$ cat src/rtl/bbc_load_pkg.sv
// Shared constants and the buffered-write entry type for the ROM download path.
// Latency: n/a (types and constants only).
// Backpressure: n/a.
// Contents: default SDRAM byte-address width, relocation bases and the
// {addr, data} entry carried through the loader byte buffer.
package bbc_load_pkg;

   localparam int LOAD_ADDR_W = 25;

   // Image 0 is the Model B / MOS ROM set; every other image is Master ROM.
   localparam logic [LOAD_ADDR_W-1:0] LOAD_BASE_IDX0  = 25'h80000;
   localparam logic [LOAD_ADDR_W-1:0] LOAD_BASE_OTHER = 25'h68000;

   typedef struct packed {
      logic [LOAD_ADDR_W-1:0] addr;
      logic [7:0]             data;
   } load_entry_t;

endpackage

$ cat src/rtl/sync_fifo.sv
// Generic single-clock FIFO with combinational head output.
// Latency: a pushed entry is visible at pop_dat one cycle after the push.
// Backpressure: push is refused when full unless a pop happens in the same cycle.
// Ports: clk/rst_n, push_vld/push_dat (write side), pop_rdy/pop_dat (read side),
// full/empty status. DEPTH must be a power of two, at least 2.
module sync_fifo #(
   parameter int DEPTH = 8,
   parameter int WIDTH = 8
) (
   input  logic             clk,
   input  logic             rst_n,
   input  logic             push_vld,
   input  logic [WIDTH-1:0] push_dat,
   input  logic             pop_rdy,
   output logic [WIDTH-1:0] pop_dat,
   output logic             full,
   output logic             empty
);

   localparam int              PTR_W    = $clog2(DEPTH);
   localparam logic [PTR_W:0]  FULL_CNT = (PTR_W+1)'(DEPTH);

   logic [WIDTH-1:0] mem [DEPTH];
   logic [PTR_W-1:0] wr_ptr;
   logic [PTR_W-1:0] rd_ptr;
   logic [PTR_W:0]   count;
   logic             do_push;
   logic             do_pop;

   assign empty   = (count == '0);
   assign full    = (count == FULL_CNT);
   assign do_pop  = pop_rdy & ~empty;
   // A pop in the same cycle frees the slot, so a full FIFO still accepts.
   assign do_push = push_vld & (~full | do_pop);
   assign pop_dat = mem[rd_ptr];

   always_ff @(posedge clk or negedge rst_n) begin
      if (!rst_n) begin
         wr_ptr <= '0;
         rd_ptr <= '0;
         count  <= '0;
      end else begin
         if (do_push) wr_ptr <= wr_ptr + 1'b1;
         if (do_pop)  rd_ptr <= rd_ptr + 1'b1;
         case ({do_push, do_pop})
            2'b10:   count <= count + 1'b1;
            2'b01:   count <= count - 1'b1;
            default: count <= count;
         endcase
      end
   end

   // Storage is not reset: the pointers alone define which entries are valid.
   always_ff @(posedge clk) begin
      if (do_push) mem[wr_ptr] <= push_dat;
   end

endmodule

$ cat src/rtl/rom_load_buffer.sv
// Buffers data_io download bytes, relocates them by image index and issues one SDRAM write per mem_sync slot.
// Latency: a byte pushed into an empty buffer is driven on loader_* at the first mem_sync after the push cycle.
// Backpressure: none upstream; a byte arriving while the buffer is full with no pop is dropped and flagged in overflow.
// Ports: clk_sys/rst_n; mem_sync slot pulse; ioctl_* download stream in;
// loader_we/addr/data SDRAM write request out; loader_active core-reset hold;
// load_count committed-byte counter; overflow sticky drop flag.
module rom_load_buffer
   import bbc_load_pkg::*;
#(
   parameter int                FIFO_DEPTH = 8,
   parameter int                ADDR_W     = LOAD_ADDR_W,
   parameter logic [ADDR_W-1:0] BASE_IDX0  = LOAD_BASE_IDX0,
   parameter logic [ADDR_W-1:0] BASE_OTHER = LOAD_BASE_OTHER
) (
   input  logic              clk_sys,
   input  logic              rst_n,
   input  logic              mem_sync,
   input  logic              ioctl_download,
   input  logic [7:0]        ioctl_index,
   input  logic              ioctl_wr,
   input  logic [ADDR_W-1:0] ioctl_addr,
   input  logic [7:0]        ioctl_dout,
   output logic              loader_active,
   output logic              loader_we,
   output logic [ADDR_W-1:0] loader_addr,
   output logic [7:0]        loader_data,
   output logic [ADDR_W-1:0] load_count,
   output logic              overflow
);

   load_entry_t       push_entry;
   load_entry_t       head_entry;
   logic [ADDR_W-1:0] reloc_base;
   logic              fifo_full;
   logic              fifo_empty;
   logic              pop;
   logic              drop;
   logic              download_q;
   logic              download_start;

   // Relocation adder; wraps modulo 2^ADDR_W by construction.
   assign reloc_base      = (ioctl_index == 8'd0) ? BASE_IDX0 : BASE_OTHER;
   assign push_entry.addr = ioctl_addr + reloc_base;
   assign push_entry.data = ioctl_dout;

   // Pops are only allowed on slot boundaries, so the SDRAM sees at most
   // one write per slot.
   assign pop  = mem_sync & ~fifo_empty;
   assign drop = ioctl_wr & fifo_full & ~pop;

   sync_fifo #(
      .DEPTH (FIFO_DEPTH),
      .WIDTH ($bits(load_entry_t))
   ) u_fifo (
      .clk      (clk_sys),
      .rst_n    (rst_n),
      .push_vld (ioctl_wr),
      .push_dat (push_entry),
      .pop_rdy  (pop),
      .pop_dat  (head_entry),
      .full     (fifo_full),
      .empty    (fifo_empty)
   );

   assign download_start = ioctl_download & ~download_q;

   always_ff @(posedge clk_sys or negedge rst_n) begin
      if (!rst_n) begin
         download_q <= 1'b0;
      end else begin
         download_q <= ioctl_download;
      end
   end

   // Slot-issue register: loader_we is only re-evaluated on mem_sync so the
   // request is held stable for the whole slot; addr/data keep their last
   // value through idle slots.
   always_ff @(posedge clk_sys or negedge rst_n) begin
      if (!rst_n) begin
         loader_we   <= 1'b0;
         loader_addr <= '0;
         loader_data <= '0;
      end else if (mem_sync) begin
         loader_we <= ~fifo_empty;
         if (!fifo_empty) begin
            loader_addr <= head_entry.addr;
            loader_data <= head_entry.data;
         end
      end
   end

   // A new download restarts the statistics but leaves queued bytes alone.
   always_ff @(posedge clk_sys or negedge rst_n) begin
      if (!rst_n) begin
         load_count <= '0;
         overflow   <= 1'b0;
      end else if (download_start) begin
         load_count <= '0;
         overflow   <= 1'b0;
      end else begin
         if (pop)  load_count <= load_count + 1'b1;
         if (drop) overflow   <= 1'b1;
      end
   end

   // loader_we keeps this high through the slot carrying the final write.
   assign loader_active = ioctl_download | ~fifo_empty | loader_we;

endmodule

$ cat config.mk
export PLATFORM = sky130hd
export DESIGN_NAME = rom_load_buffer
export DESIGN_NICKNAME = d
export VERILOG_FILES = /design/src/rtl/bbc_load_pkg.sv /design/src/rtl/sync_fifo.sv /design/src/rtl/rom_load_buffer.sv
export SDC_FILE = /design/constraint.sdc
export NUM_CORES = 1
export LEC_CHECK = 0
export ABC_AREA = 1
export CAP_MARGIN = 10
export CORE_ASPECT_RATIO = 1.4
export CORE_MARGIN = 2
export CORE_UTILIZATION = 57
export DETAILED_ROUTE_END_ITERATION = 6
export HOLD_SLACK_MARGIN = 0.05
export PLACE_DENSITY = 0.78
export SKIP_CTS_REPAIR_TIMING = 1
export SYNTH_ARGS = -nofsm -noshare
export SYNTH_HDL_FRONTEND = slang
export SYNTH_SLANG_ARGS = --single-unit
$ cat constraint.sdc
create_clock -name clk_sys -period 3.15 [get_ports clk_sys]
set_input_delay 0.63 -clock clk_sys [delete_from_list [all_inputs] [get_ports clk_sys]]
set_output_delay 0.63 -clock clk_sys [all_outputs]
set_load 0.02 [all_outputs]
==> run_results.csv <==
group,metric,value,unit
run_status,status,"complete, no violations",
timing,post-route-min-period,2.54,ns
finish,fin_nets,1388,
floorplan,core_area,24400,um2
synthesis,netlist_area,14000,um2
flow_run,drv_cap,0,
pwr,finalPower,0.0143,W
synthesis,post-synth-top-count-cell,"edfxtp_1",
grt,grt_pass1_wl,48000,um
pwr,ir_worst_vdd,0.000592,V
timing,worst_slew_pin_slew,1.25,ns
clocking,cts-root-buf,"clkbuf_16",
place,io_buffers,106,
pwr,power_density,864,nW/um2
place,numPlacedInstances,1617,
finish,num-fill-cells,1708,
timing,max_slew_margin,16.8,%
clocking,cts_sinks,335,
synthesis,synth_cells,1234,
timing,setup-violations-final,0,
synthesis,synth_top_area_share,56.4,%
detailed_routing,drc,0,
place,dpl.hpwl,17600,um
finish,drive_gt1_share,7.83,%
synthesis,syn_area_per_cell,11.4,um2
pwr,p_int,0.00946,W
clocking,cts_tree,"built",
pwr,clkPwrFrac,27.4,%
setup_path,cp.required,3.42,ns
place,gp_congestion,0.924,
clocking,clk_path_buf_depth,3,
detailed_routing,routedWlPerCell,18.3,um
synthesis,synth_edf_count,264,
timing,max_freq,394,MHz
clocking,cts_buffers,29,
finish,area_delta_synth_final,17.8,%
floorplan,io_pins,107,
timing,fin_skew,0.0159,ns
synthesis,synth_nets,1289,
setup_path,arrival,2.81,ns
synthesis,synth_flop_cell,"edfxtp_1",
grt,grt_pass1_vias,9562,
synthesis,ys_async_sr_fraction,21.2,%
timing,finalHoldViolCount,0,
timing,rsz0062_at_grt,"no",
clocking,clk_pin_slew,0.07,ns
synthesis,yosys.area.top_type,"edfxtp_1",
grt,gr-total-overflow,0,
pwr,p_leak,6.01,nW
floorplan,initial_core_util,57.5,%
pwr,combPwrFrac,31.5,%
detailed_routing,drtPass1Iterations,5,
synthesis,ys_seq_elements,335,
floorplan,die_area,25900,um2
setup_path,start_kind,"input port",
synthesis,yosys-top-cells-area,"edfxtp_1 56%, dfrtp_1 13%, nor2_1 6.7%",
synthesis,yosysWarningCount,0,
detailed_routing,vias,9646,
synthesis,netlist_top_cells_count,"264 x edfxtp_1, 250 x nor2_1, 189 x nand2_1",
synthesis,ys_types,36,
grt,grt_usage,23.8,%
setup_path,path_class,"input port to flop",
timing,period_share,80.6,%
floorplan,die_h,190,um
setup_path,end_kind,"flop",
clocking,ctsHtreeMaxLevel,1,
worst_hold_path,min_path_type,"input port to asynchronous set/reset pin",
timing,fin_tns_setup,0,ns
detailed_routing,vias_per_cell,5.77,
setup_path,cp_max_fo,8,
timing,hold_ws,0.0794,ns
grt,antenna_found_initial,3,
detailed_routing,drt_iter0_markers,782,
floorplan,die-width,137,um
pwr,switching_share,33.8,%
clocking,clk_latency,0.55,ns
finish,stdcell_count,1671,
detailed_routing,postRouteAntennaNets,0,
synthesis,yosysSeqAreaShare,69.1,%
grt,grt_max_degree,134,
floorplan,rows,68,
pwr,seq_power_share,41.1,%
timing,slew_violations,0,
pwr,power_switching,0.00483,W
detailed_routing,drt_wl_total,30600,um
## worst paths after layout
kind                                  start                end  slack, ns  depth (start not counted)
setup / recovery             ioctl_index[1]  u_fifo.mem[2][30]       0.61                         11
hold / removal                        rst_n     load_count[10]       0.08                          1
setup reg to reg           u_fifo.rd_ptr[0]     loader_data[4]       0.89                          5
hold reg to reg              loader_addr[9]     loader_addr[9]       0.48                          2
max in group asynchronous             rst_n    loader_addr[12]       2.36                          2
min in group clk_sys         loader_addr[9]     loader_addr[9]       0.48                          2
## layout make-up
class	instances	area [um2]	share of cell area (%)
clock inverters	21	313	1.89
flip-flops and latches	335	9710	58.7
well taps	315	394	2.38
diodes	2	5.00	0.0302
repair buffers	131	1350	8.14
inverters	50	193	1.16
clock buffers	31	753	4.55
multi-input cells	786	3830	23.2
## cell families after synthesis
logic type	share of synthesized area (%)
compound gates	9.41
buf+inv	4.08
fa+ha+maj	0.802
flops	69.1
xor+xnor	0.810
simple gates	15.8
## metal layers
metal | share of wire [%] | GRT usage (%) | wire, um | vias up
li1 | - | - | - | 4520
met1 | 39 | 29.3 | 11900 | 4702
met2 | 52 | 41.9 | 16000 | 348
met3 | 5.8 | 3.20 | 1780 | 74
met4 | 3.1 | 10.1 | 935 | 2
met5 | 0.033 | 0 | 10 | -
## power groups by stage
stage	registers (W)	clock network, W	logic [W]
2_1_floorplan	0.00620	0	0.00274
3_3_place_gp	0.00594	0	0.00436
3_5_place_dp	0.00596	0	0.00450
4_1_cts	0.00587	0.00395	0.00454
5_1_grt	0.00594	0.00411	0.00497
6_report	0.00588	0.00391	0.00450
## sequential cells by signal, indices dropped and copies added (netlist names)
signal / flops
u_fifo.mem: 264
overflow: 1
loader_we: 1
u_fifo.rd_ptr: 3
loader_addr: 25
loader_data: 8
load_count: 25
u_fifo.wr_ptr: 3
download_q: 1
u_fifo.count: 4
## layout by cell type, fill, tap and decap left out, drive strengths merged
| master | instances |
|---|---|
| edfxtp | 264 |
| nor2 | 257 |
| nand2 | 194 |
| o21ai | 151 |
| clkdlybuf4s50 | 105 |
| dfrtp | 71 |
| o211ai | 66 |
| nand3 | 56 |
| inv | 49 |
| clkbuf | 31 |
| buf | 26 |
| nand4 | 21 |
| clkinv | 13 |
| xor2 | 12 |
| ha | 9 |
| a21oi | 8 |
| bufinv | 8 |
| nor3 | 4 |
| diode | 2 |
| nor4 | 2 |
| xnor2 | 1 |
| a31o | 1 |
| or2 | 1 |
| a21o | 1 |
| o21bai | 1 |
| a31oi | 1 |
| clkinvlp | 1 |
## critical path, stage by stage
cell and delay (ns):
clkdlybuf4s50_1 0.41, nor4_1 0.28, nand2_1 0.16, ha_1 0.38
nand2_1 0.07, inv_1 0.07, nand4_1 0.08, nand2_1 0.11
nand2_1 0.07, nor2_1 0.11, xor2_1 0.45
## through the flow
step	cell area, um2	setup slack, ns	util (%)
5_1_grt	16500	0.314	67.7
2_1_floorplan	14000	0.0169	-
6_report	16500	0.612	67.8
3_3_place_gp	15500	0.156	63.4
3_5_place_dp	15500	0.0696	63.4
4_1_cts	16500	0.614	67.7
Note: power is estimated with default switching activity, not from simulation.
